<file path="src/rtl/key_event_pkg.sv">
// Shared key-event definitions, used by the event queue and the menu/game consumer FSM.
package key_event_pkg;

  localparam int unsigned NUM_KEYS = 5;
  localparam int unsigned CODE_W   = 3;
  localparam int unsigned DEPTH    = 8;

  localparam logic [CODE_W-1:0] KEY_UP     = CODE_W'(0);
  localparam logic [CODE_W-1:0] KEY_DOWN   = CODE_W'(1);
  localparam logic [CODE_W-1:0] KEY_LEFT   = CODE_W'(2);
  localparam logic [CODE_W-1:0] KEY_RIGHT  = CODE_W'(3);
  localparam logic [CODE_W-1:0] KEY_CENTER = CODE_W'(4);

endpackage

</file>
<file path="src/rtl/sync_fifo.sv">
// Show-ahead synchronous FIFO with registered head, valid and occupancy count.
// A push and a pop may both occur on a full FIFO in the same cycle.
module sync_fifo #(
  parameter int unsigned WIDTH = 3,
  parameter int unsigned DEPTH = 8
) (
  input  logic                     clk,
  input  logic                     rst,
  input  logic                     push_i,
  input  logic                     pop_i,
  input  logic [WIDTH-1:0]         wdata_i,
  output logic                     valid_o,
  output logic [WIDTH-1:0]         rdata_o,
  output logic [$clog2(DEPTH):0]   count_o
);

  localparam int unsigned PTR_W = $clog2(DEPTH);
  localparam int unsigned CNT_W = PTR_W + 1;
  localparam logic [CNT_W-1:0] FULL_CNT = CNT_W'(DEPTH);

  logic [WIDTH-1:0] mem_q [DEPTH];
  logic [PTR_W-1:0] rd_ptr_q, rd_ptr_d;
  logic [PTR_W-1:0] wr_ptr_q, wr_ptr_d;
  logic [CNT_W-1:0] count_q, count_d;
  logic             valid_q, valid_d;
  logic [WIDTH-1:0] head_q, head_d;
  logic             do_push, do_pop;

  always_comb begin
    do_pop   = pop_i && valid_q;
    do_push  = push_i && ((count_q != FULL_CNT) || do_pop);
    rd_ptr_d = rd_ptr_q + PTR_W'(do_pop);
    wr_ptr_d = wr_ptr_q + PTR_W'(do_push);
    count_d  = count_q;
    case ({do_push, do_pop})
      2'b10:   count_d = count_q + CNT_W'(1);
      2'b01:   count_d = count_q - CNT_W'(1);
      default: count_d = count_q;
    endcase
    valid_d = (count_d != '0);
    // Next head is either already stored or is the word being written this cycle.
    head_d = head_q;
    if (count_d != '0) begin
      head_d = (do_push && (wr_ptr_q == rd_ptr_d)) ? wdata_i : mem_q[rd_ptr_d];
    end
  end

  always_ff @(posedge clk) begin
    if (rst) begin
      rd_ptr_q <= '0;
      wr_ptr_q <= '0;
      count_q  <= '0;
      valid_q  <= 1'b0;
      head_q   <= '0;
    end else begin
      rd_ptr_q <= rd_ptr_d;
      wr_ptr_q <= wr_ptr_d;
      count_q  <= count_d;
      valid_q  <= valid_d;
      head_q   <= head_d;
    end
  end

  // Storage array needs no reset: only written entries are ever read.
  always_ff @(posedge clk) begin
    if (!rst && do_push) begin
      mem_q[wr_ptr_q] <= wdata_i;
    end
  end

  assign valid_o = valid_q;
  assign rdata_o = head_q;
  assign count_o = count_q;

endmodule

</file>
<file path="src/rtl/key_event_queue.sv">
// Serialises simultaneous key-press pulses (lowest index first) into a FIFO of key codes,
// holding unqueued presses in a pending register and flagging merged presses as overflow.
module key_event_queue #(
  parameter int unsigned NUM_KEYS = key_event_pkg::NUM_KEYS,
  parameter int unsigned CODE_W   = key_event_pkg::CODE_W,
  parameter int unsigned DEPTH    = key_event_pkg::DEPTH
) (
  input  logic                     clk,
  input  logic                     rst,
  input  logic [NUM_KEYS-1:0]      key_pulse,
  output logic                     ev_valid,
  output logic [CODE_W-1:0]        ev_code,
  input  logic                     ev_ready,
  output logic [$clog2(DEPTH):0]   ev_count,
  output logic                     overflow
);

  localparam int unsigned CNT_W = $clog2(DEPTH) + 1;
  localparam logic [CNT_W-1:0] FULL_CNT = CNT_W'(DEPTH);

  logic [NUM_KEYS-1:0] pending_q, pending_d;
  logic [NUM_KEYS-1:0] cand, sel;
  logic [CODE_W-1:0]   sel_code;
  logic                overflow_q, overflow_d;
  logic                push, pop, space;
  logic                fifo_valid;
  logic [CNT_W-1:0]    fifo_count;

  always_comb begin
    cand     = pending_q | key_pulse;
    sel      = '0;
    sel_code = '0;
    // Descending scan so the lowest set index wins.
    for (int i = NUM_KEYS - 1; i >= 0; i--) begin
      if (cand[i]) begin
        sel      = '0;
        sel[i]   = 1'b1;
        sel_code = CODE_W'(i);
      end
    end
    pop        = fifo_valid && ev_ready;
    space      = (fifo_count < FULL_CNT) || pop;
    push       = (|cand) && space;
    pending_d  = push ? (cand & ~sel) : cand;
    overflow_d = overflow_q || (|(key_pulse & pending_q));
  end

  always_ff @(posedge clk) begin
    if (rst) begin
      pending_q  <= '0;
      overflow_q <= 1'b0;
    end else begin
      pending_q  <= pending_d;
      overflow_q <= overflow_d;
    end
  end

  sync_fifo #(
    .WIDTH (CODE_W),
    .DEPTH (DEPTH)
  ) u_fifo (
    .clk     (clk),
    .rst     (rst),
    .push_i  (push),
    .pop_i   (pop),
    .wdata_i (sel_code),
    .valid_o (fifo_valid),
    .rdata_o (ev_code),
    .count_o (fifo_count)
  );

  assign ev_valid = fifo_valid;
  assign ev_count = fifo_count;
  assign overflow = overflow_q;

endmodule

</file>
<file path="config.mk">
export PLATFORM = sky130hd
export DESIGN_NAME = key_event_queue
export DESIGN_NICKNAME = d
export VERILOG_FILES = /design/src/rtl/key_event_pkg.sv /design/src/rtl/sync_fifo.sv /design/src/rtl/key_event_queue.sv
export SDC_FILE = /design/constraint.sdc
export NUM_CORES = 1
export LEC_CHECK = 0
export ABC_AREA = 1
export CORE_ASPECT_RATIO = 1.2
export CORE_MARGIN = 5
export CORE_UTILIZATION = 48
export DETAILED_ROUTE_END_ITERATION = 16
export GPL_TIMING_DRIVEN = 0
export PLACE_DENSITY_LB_ADDON = 0.08
export SLEW_MARGIN = 15
export SYNTH_ARGS = -nofsm -noshare
export SYNTH_HDL_FRONTEND = slang
export SYNTH_SLANG_ARGS = --single-unit
</file>
<file path="constraint.sdc">
create_clock -name clk -period 3.6 [get_ports clk]
set_input_delay 1.08 -clock clk [delete_from_list [all_inputs] [get_ports clk]]
set_output_delay 1.08 -clock clk [all_outputs]
set_load 0.03 [all_outputs]
</file>
==> flow_summary_export.csv, run 1 <==
group,metric,value,unit
run_status,run_status,"finished, final reports clean",
min_path,holdCritPathClass,"flip-flop to flip-flop",
layout,drive_above_1_share,0.1351,
setup_path,crit_slowest_cell,"clkdlybuf4s50_1",
setup_path,critPathLaunchType,"input pin",
synthesis,yosys_warnings,0,
power_and_ir_drop,powerDensity,519.4,nW/µm²
floorplan,core,4262,µm²
floorplan,fp.dieW,70.61,µm
timing,hold_viol_final,0,
cts,cts_hold_buffers,0,
grt,antenna_found_initial,0,
setup_path,crit_top_cell,"nor2_1",
timing,layout_min_cycle_time,3164,ps
setup_path,path_class,"input pin to flip-flop",
layout,finalNetCount,271,
run,max_cap_viol_count,0,
power_and_ir_drop,ir_drop,298.9,µV
floorplan,design.die.area,5841,µm²
timing,drv_slew,0,
detailed_routing,vias_per_cell,5.124,
detailed_routing,postRouteAntennaNets,0,
placed_design,place_congestion,0.8376,
placed_design,dp.final_hpwl,3261,µm
timing,tns,0,ps
synthesis,syn_avg_cell_area,8.965,µm²
detailed_routing,drc_errors,0,
setup_path,max_stage_delay,400,ps
cts,clockBufferDepth,2,
detailed_routing,first_pass_iters,4,
synthesis,ys_seq_area_frac,0.5299,
detailed_routing,routed_wl,4351,µm
detailed_routing,num_vias,1614,
timing,tightest_slew,842.0,ps
cts,clk_latency,300,ps
timing,period_share,0.8789,
synthesis,syn_inst,236,
layout,num_antenna_cells,0,
setup_path,worstSetupEndpointType,"flip-flop",
synthesis,syn_area,2116,µm²
floorplan,num_rows,26,
cts,cts-root-buf,"clkbuf_8",
grt,grt_overflow_total,0,
grt,grt_usage,0.1693,
synthesis,ys_ff_latch,44,
cts,post_cts_buffers,0,
floorplan,initial_core_util,0.4965,
grt,grt_pass1_vias,1616,
synthesis,syn_nets,249,
setup_path,worstPathRequired,3800,ps
power_and_ir_drop,p_leak,1.031,nW
timing,rsz0062_at_grt,"no",
detailed_routing,post_drt_wl_per_cell,13.81,µm
floorplan,pin_count,17,
layout,syn2layout_area_growth,15.73,%
cts,cts.sinks,44,
layout,final_cell_mix,"nor2_1, nand2_1, inv_1",
timing,relSlewSlack,0.4387,
timing,hold_ws,532.5,ps
placed_design,port_buffers,15,
setup_path,arrival,3360,ps
grt,grt_pass1_wl,7486,µm
timing,finalSetupViolCount,0,
cts,clk_pin_slew_worst_paths,80,ps
timing,clock_skew,10.20,ps
cts,numCtsBuffers,5,
setup_path,cp_max_fo,8,
synthesis,yosysUniqueCellTypes,31,
layout,mostFrequentLayoutCell,"nor2_1",
detailed_routing,drtIter0Drc,86,
grt,grt_max_degree,14,
cts,postCtsResizedCells,0,
setup_path,path_cells,"clkdlybuf4s50_1 > nand2_1 > inv_2 > ha_1 > ha_1 > inv_1 > nand2_1 > nand4_1 > a21oi_1 > o211ai_1 > nor2_1 > a31oi_1 > nor2_1 > nor2_1",
floorplan,die_h,82.73,µm
timing,fmax,316.0,MHz
cts,htree_levels,2,
cts,cts_tree,"yes",
## registers in the layout, summed over array words and instances, names as in the netlist
register         flops
overflow             1
u_fifo.rd_ptr_q      3
u_fifo.rdata_o       3
u_fifo.mem_q        24
u_fifo.valid_o       1
u_fifo.count_o       4
u_fifo.wr_ptr_q      3
pending_q            5
## worst paths after layout
kind	start	endpoint	slack [ps]	cells after the start
worst min-delay path	overflow	overflow	530	2
worst max-delay path	ev_ready	u_fifo.rdata_o[2]	440	14
worst max register to register	u_fifo.valid_o	u_fifo.rdata_o[2]	1300	13
worst min register to register	overflow	overflow	530	2
## report_power, final
| group | total [mW] | switching [mW] | internal (mW) |
|---|---|---|---|
| sequential | 0.589 | 0.0236 | 0.565 |
| clock | 0.368 | 0.162 | 0.206 |
| combinational | 0.315 | 0.199 | 0.116 |
## Yosys cell counts, drive strengths merged
cell | number | share of area
clkbuf | 4 | 0.0071
nor2 | 50 | 0.12
a31oi | 3 | 0.0089
nand2 | 44 | 0.091
or2 | 1 | 0.0030
o211ai | 1 | 0.0035
a22o | 1 | 0.0041
o22ai | 6 | 0.018
a221oi | 1 | 0.0041
nand4 | 3 | 0.0089
inv | 28 | 0.050
nand3 | 17 | 0.053
o21ai | 15 | 0.035
a21oi | 8 | 0.021
xnor2 | 1 | 0.0041
ha | 5 | 0.030
dfxtp | 20 | 0.19
nor3 | 2 | 0.0047
a211oi | 1 | 0.0035
or3 | 1 | 0.0030
edfxtp | 24 | 0.34
## stage by stage
stage / utilization / setup WS [ps] / total power [mW] / instance area [µm²] / std cells
floorplan: - / 860.4 / 0.8211 / 2116 / 236
global placement: 0.5482 / 169.6 / 0.9137 / 2336 / 307
detailed placement: 0.5493 / 112.0 / 0.9168 / 2341 / 307
CTS: 0.5746 / 429.3 / 1.284 / 2449 / 315
global route: 0.5746 / 175.0 / 1.352 / 2449 / 315
finish: 0.5746 / 435.9 / 1.272 / 2449 / 315
## layout make-up
cell class	instances	area, µm²
clock inverter	2	35.03
fill	408	1813
multi-input combinational	160	879.6
timing repair buffer	15	150.1
buffer	4	15.01
inverter	28	105.1
sequential	44	1121
clock buffer	6	72.57
tap	56	70.07
## critical path: cells and delay by family
kind,cells,cell delay [ps]
AO/OA/AOI/OAI,3,390
adder cells (fa/ha/maj),2,590
buffers and inverters,3,660
AND/OR/NAND/NOR,6,630
## cells by family (layout without fill, tap and decap cells)
kind of cell | count (synthesis) | after routing | share of synthesized area
compound gates | 36 | 36 | 0.09817
flops | 44 | 44 | 0.5299
simple gates | 118 | 118 | 0.2815
fa+ha+maj | 5 | 5 | 0.02957
xor+xnor | 1 | 1 | 0.004140
buf+inv | 32 | 55 | 0.05677
## layer usage
metal,track usage,share of wire,vias to the layer above
li1,-,-,832
met1,0.1822,0.42,754
met2,0.3127,0.53,23
met3,0.04116,0.038,5
met4,0.08271,0.018,0
met5,0,0,-
Power figures use the tool's default switching activity.
==> inputs of run 2 (changes only) <==
--- a/config.mk
+++ b/config.mk
@@ -11,7 +11,7 @@
 export CORE_UTILIZATION = 48
 export DETAILED_ROUTE_END_ITERATION = 16
 export GPL_TIMING_DRIVEN = 0
-export PLACE_DENSITY_LB_ADDON = 0.08
+export PLACE_DENSITY = 0.67
 export SLEW_MARGIN = 15
 export SYNTH_ARGS = -nofsm -noshare
 export SYNTH_HDL_FRONTEND = slang
==> run 2 against run 1 <==
Final area is essentially flat. Count of clock-buffer cells in the layout shrank 1. Largest cell class unchanged. Critical endpoint is now u_fifo.rdata_o[1]. Via count shrank 2.2%. Power grew 0.31%. Critical path type unchanged. Maximum frequency shrank 2.7%. Utilization is essentially flat. Non-clock buffer count is the same. Highest routed layer unchanged.
==> flow_summary_export.csv, run 2 (synthesis gave the netlist of run 1 again) <==
group,metric,value,unit
power_and_ir_drop,p_leak,1.025,nW
setup_path,reg2reg_depth,13,
detailed_routing,drtIter0Drc,55,
cts,htree_levels,2,
timing,drv_slew,0,
floorplan,fp.dieW,70.61,µm
layout,regMostFlops,"u_fifo.mem_q",
min_path,min_delay_worst_endpoint,"overflow",
detailed_routing,num_vias,1578,
layout,syn2layout_area_growth,15.67,%
timing,hold_viol_final,0,
grt,grt_overflow_total,0,
layout,largest_reg_flops,24,
detailed_routing,drc_errors,0,
cts,cts_tree,"yes",
cts,cts-root-buf,"clkbuf_8",
layout,fillCellCount,402,
timing,finalSetupViolCount,0,
detailed_routing,routed_wl,4112,µm
layout,ff_latch_area,1121,µm²
setup_path,cp_max_fo,8,
timing,rsz0062_at_grt,"no",
floorplan,core,4262,µm²
cts,numCtsBuffers,5,
layout,num_antenna_cells,0,
detailed_routing,vias_per_cell,5.010,
power_and_ir_drop,ir_drop,354.9,µV
timing,period_share,0.9036,
timing,hold_ws,536.3,ps
floorplan,pin_count,17,
timing,clock_skew,10.11,ps
placed_design,place_congestion,0.8385,
grt,grt_max_degree,15,
cts,clk_pin_slew_worst_paths,90,ps
grt,grt_pass1_wl,6900,µm
min_path,worstHoldPathCells,2,
run,max_cap_viol_count,0,
setup_path,rrSetupSlack,1220,ps
floorplan,num_rows,26,
setup_path,worstPathRequired,3800,ps
layout,final_cell_mix,"nor2_1, nand2_1, inv_1",
cts,clk_latency,300,ps
cts,postCtsResizedCells,0,
timing,tns,0,ps
grt,antenna_found_initial,0,
placed_design,placed_cells,307,
setup_path,critPathLaunchType,"input pin",
layout,final_cells,315,
timing,tightest_slew,1066,ps
floorplan,die_h,82.73,µm
placed_design,dpl_cell_area,2336,µm²
layout,postLayoutCoreUtil,0.5743,
timing,fmax,307.4,MHz
setup_path,r2r_start,"u_fifo.valid_o",
layout,mostFrequentLayoutCell,"nor2_1",
power_and_ir_drop,powerDensity,521.3,nW/µm²
layout,finalNetCount,271,
cts,cts.sinks,44,
setup_path,path_class,"input pin to flip-flop",
detailed_routing,first_pass_iters,4,
cts,post_cts_buffers,0,
detailed_routing,postRouteAntennaNets,0,
timing,layout_min_cycle_time,3253,ps
detailed_routing,post_drt_wl_per_cell,13.05,µm
cts,clockBufferDepth,2,
floorplan,initial_core_util,0.4965,
min_path,holdCritPathClass,"flip-flop to flip-flop",
placed_design,dp.final_hpwl,3095,µm
layout,drive_above_1_share,0.1351,
timing,relSlewSlack,0.2841,
run_status,run_status,"finished, final reports clean",
grt,grt_usage,0.1561,
cts,cts_hold_buffers,0,
layout,finish.instance_area,2447,µm²
layout,multi_input_area,874.6,µm²
min_path,holdCritStartpoint,"overflow",
grt,grt_pass1_vias,1549,
setup_path,worstSetupEndpointType,"flip-flop",
setup_path,r2r_end,"u_fifo.rdata_o[1]",
placed_design,port_buffers,15,
setup_path,arrival,3450,ps
floorplan,design.die.area,5841,µm²
run 2: report_power, final:
group | total, mW | internal, mW | switching [mW] | leakage [nW]
Sequential | 0.587 | 0.565 | 0.0215 | 0.392
Combinational | 0.318 | 0.117 | 0.201 | 0.583
Clock | 0.372 | 0.205 | 0.167 | 0.0503
run 2: stage by stage:
stage | worst slack (ps) | power, mW
after floorplan | 860.4 | 0.8211
after global placement | 124.1 | 0.9138
after detailed placement | 73.71 | 0.9168
after CTS | 376.5 | 1.289
after global routing | 89.59 | 1.354
final | 347.1 | 1.276
run 2: how the worst max path moves through the flow:
stage | to | cells after the start | from | slack, ps
4_1_cts | u_fifo.rdata_o[1] | 14 | ev_ready | 380
2_1_floorplan | u_fifo.rdata_o[2] | 12 | ev_ready | 860
5_1_grt | u_fifo.rdata_o[2] | 14 | ev_ready | 90
6_report | u_fifo.rdata_o[1] | 14 | ev_ready | 350
3_5_place_dp | u_fifo.rdata_o[1] | 14 | ev_ready | 70
3_3_place_gp | u_fifo.rdata_o[2] | 14 | ev_ready | 120
run 2: area by class of cell:
cell class	instances	area share
plain buffers	4	0.006135
clock buffers	5	0.02812
well taps	56	0.02863
flip-flops and latches	44	0.4581
repair buffers	15	0.06135
multi-input cells	160	0.3574
clock inverters	3	0.01738
inverters	28	0.04294
run 2: worst max-delay path, stage by stage:
cell             delay [ps]
clkdlybuf4s50_1         400
nand2_1                 140
inv_2                    90
ha_1                    190
ha_1                    410
inv_1                   180
nand2_1                  90
nand4_1                  70
a21oi_1                 120
o211ai_1                230
nor2_1                  170
a31oi_1                  70
nor2_1                  150
nor2_1                   50
run 2: per-layer routing:
layer | track usage | wire length (µm)
met2 | 0.2912 | 2109
met4 | 0.06203 | 52
met3 | 0.03874 | 123
met5 | 0 | 0
met1 | 0.1711 | 1827
==> inputs of run 3 (changes only) <==
--- a/config.mk
+++ b/config.mk
@@ -10,8 +10,9 @@
 export CORE_MARGIN = 5
 export CORE_UTILIZATION = 48
 export DETAILED_ROUTE_END_ITERATION = 16
+export DONT_BUFFER_PORTS = 1
 export GPL_TIMING_DRIVEN = 0
-export PLACE_DENSITY = 0.67
+export PLACE_DENSITY = 0.62
 export SLEW_MARGIN = 15
 export SYNTH_ARGS = -nofsm -noshare
 export SYNTH_HDL_FRONTEND = slang
==> constraint.sdc (replaced) <==
create_clock -name clk -period 3.9 [get_ports clk]
set_input_delay 1.17 -clock clk [delete_from_list [all_inputs] [get_ports clk]]
set_output_delay 1.17 -clock clk [all_outputs]
set_load 0.03 [all_outputs]
==> run 3 against run 2 <==
Clock skew shrank 3.5 ps. Clock power shrank 8.6%. Sequential share of layout area grew 3.0 points. Die area is the same. Non-clock buffer count shrank 15. Largest cell class unchanged. Power shrank 11%. Largest power group unchanged.
==> flow_summary_export.csv, run 3 (synthesis gave the netlist of run 1 again) <==
group,metric,value,unit
placed_design,pre_cts_ws,717.9,ps
cts,postCtsResizedCells,0,
setup_path,max_stage_delay,440,ps
detailed_routing,first_pass_iters,4,
timing,layout_min_cycle_time,2895,ps
setup_path,critPathTopFamily,"adder cells",
placed_design,port_buffers,0,
floorplan,fp.dieW,70.61,µm
placed_design,dpl_cell_area,2186,µm²
layout,finalNetCount,256,
setup_path,worstPathRequired,4100,ps
floorplan,num_rows,26,
setup_path,r2r_start,"u_fifo.valid_o",
layout,ff_latch_area,1121,µm²
cts,clk_latency,300,ps
timing,relSlewSlack,0.3005,
power_and_ir_drop,ir_drop,237.8,µV
cts,numCtsBuffers,5,
min_path,holdCritPathClass,"flip-flop to flip-flop",
setup_path,reg2reg_depth,13,
timing,hold_viol_final,0,
floorplan,die_h,82.73,µm
detailed_routing,post_drt_wl_per_cell,13.96,µm
grt,grt_overflow_total,0,
setup_path,arrival,3090,ps
detailed_routing,postRouteAntennaNets,0,
detailed_routing,num_vias,1550,
timing,tightest_slew,1041,ps
layout,syn2layout_area_growth,8.575,%
grt,antenna_found_initial,0,
floorplan,design.die.area,5841,µm²
grt,grt_pass1_wl,6941,µm
layout,regMostFlops,"u_fifo.mem_q",
layout,num_antenna_cells,0,
layout,final_cells,300,
placed_design,dp.final_hpwl,3117,µm
layout,fillCellCount,401,
setup_path,worstSetupEndpointType,"flip-flop",
timing,rsz0062_at_grt,"no",
cts,clk_pin_slew_worst_paths,80,ps
grt,grt_usage,0.1569,
setup_path,critPathLaunchType,"input pin",
layout,finish.instance_area,2297,µm²
setup_path,crit_top_cell,"nor2_1",
setup_path,path_class,"input pin to flip-flop",
placed_design,placed_cells,292,
min_path,min_delay_worst_endpoint,"overflow",
cts,cts_hold_buffers,0,
cts,cts-root-buf,"clkbuf_8",
timing,tns,0,ps
timing,drv_slew,0,
min_path,holdCritStartpoint,"pending_q[2]",
layout,drive_above_1_share,0.1434,
floorplan,initial_core_util,0.4965,
floorplan,core,4262,µm²
power_and_ir_drop,p_leak,0.9695,nW
layout,largest_reg_flops,24,
cts,htree_levels,2,
floorplan,pin_count,17,
layout,final_cell_mix,"nor2_1, nand2_1, inv_1",
min_path,worstHoldPathCells,2,
detailed_routing,vias_per_cell,5.167,
setup_path,rrSetupSlack,1380,ps
cts,cts.sinks,44,
layout,mostFrequentLayoutCell,"nor2_1",
timing,fmax,345.4,MHz
run,max_cap_viol_count,0,
grt,grt_max_degree,15,
cts,clockBufferDepth,2,
layout,multi_input_area,874.6,µm²
timing,finalSetupViolCount,0,
run_status,run_status,"finished, final reports clean",
setup_path,path_cells,"nand2_1 > inv_2 > ha_1 > ha_1 > inv_1 > nand2_1 > nand4_1 > a21oi_1 > o211ai_1 > nor2_1 > a31oi_1 > nor2_1 > nor2_1",
timing,hold_ws,551.9,ps
timing,fin_ws,1005,ps
detailed_routing,drc_errors,0,
setup_path,crit_slowest_cell,"ha_1",
setup_path,crit_buf_inv,2,
placed_design,place_congestion,0.8266,
setup_path,r2r_end,"u_fifo.rdata_o[2]",
grt,grt_pass1_vias,1460,
power_and_ir_drop,powerDensity,495.8,nW/µm²
detailed_routing,drtIter0Drc,44,
cts,cts_tree,"yes",
timing,period_share,0.7423,
setup_path,cp_max_fo,8,
power_and_ir_drop,total_power,1.139,mW
layout,postLayoutCoreUtil,0.5390,
detailed_routing,routed_wl,4188,µm
timing,clock_skew,6.595,ps
cts,post_cts_buffers,0,
-- run 3: cell count changes in the layout (fill, tap and decap cells not counted) --
| cell | delta |
|---|---|
| clkdlybuf4s50_1 | -15 |
-- run 3: area by class of cell --
cell class | count | area share
Tap cell | 56 | 0.03050
Clock buffer | 5 | 0.02996
Multi-Input combinational cell | 160 | 0.3807
Clock inverter | 3 | 0.01852
Sequential cell | 44 | 0.4880
Buffer | 4 | 0.006536
Inverter | 28 | 0.04575
-- run 3: how the worst max path moves through the flow --
stage             start                end  cells past startpoint
5_1_grt        ev_ready  u_fifo.rdata_o[1]                     13
4_1_cts        ev_ready  u_fifo.rdata_o[2]                     13
2_1_floorplan  ev_ready  u_fifo.rdata_o[2]                     12
3_3_place_gp   ev_ready  u_fifo.rdata_o[1]                     13
6_report       ev_ready  u_fifo.rdata_o[2]                     13
3_5_place_dp   ev_ready  u_fifo.rdata_o[0]                     13
-- run 3: per-layer routing --
metal	vias to the layer above	part of all wire	track usage
met5	-	0	0
met4	0	0.017	0.06203
met3	7	0.045	0.03632
met2	27	0.51	0.2828
met1	718	0.43	0.1816
li1	798	-	-
-- run 3: worst register-to-register path, stage by stage (launching register included) --
cell and delay [ps]:
dfxtp_1 420, nand2_1 190, inv_2 90, ha_1 180, ha_1 450, inv_1 190, nand2_1 90, nand4_1 70
a21oi_1 130, o211ai_1 210, nor2_1 150, a31oi_1 60, nor2_1 140, nor2_1 50
-- run 3: report_power, final --
group          total (mW)  internal (mW)  switching, mW
Sequential          0.579          0.522         0.0574
Combinational       0.220         0.0751          0.144
Clock               0.340          0.189          0.152
Total                1.14          0.786          0.354
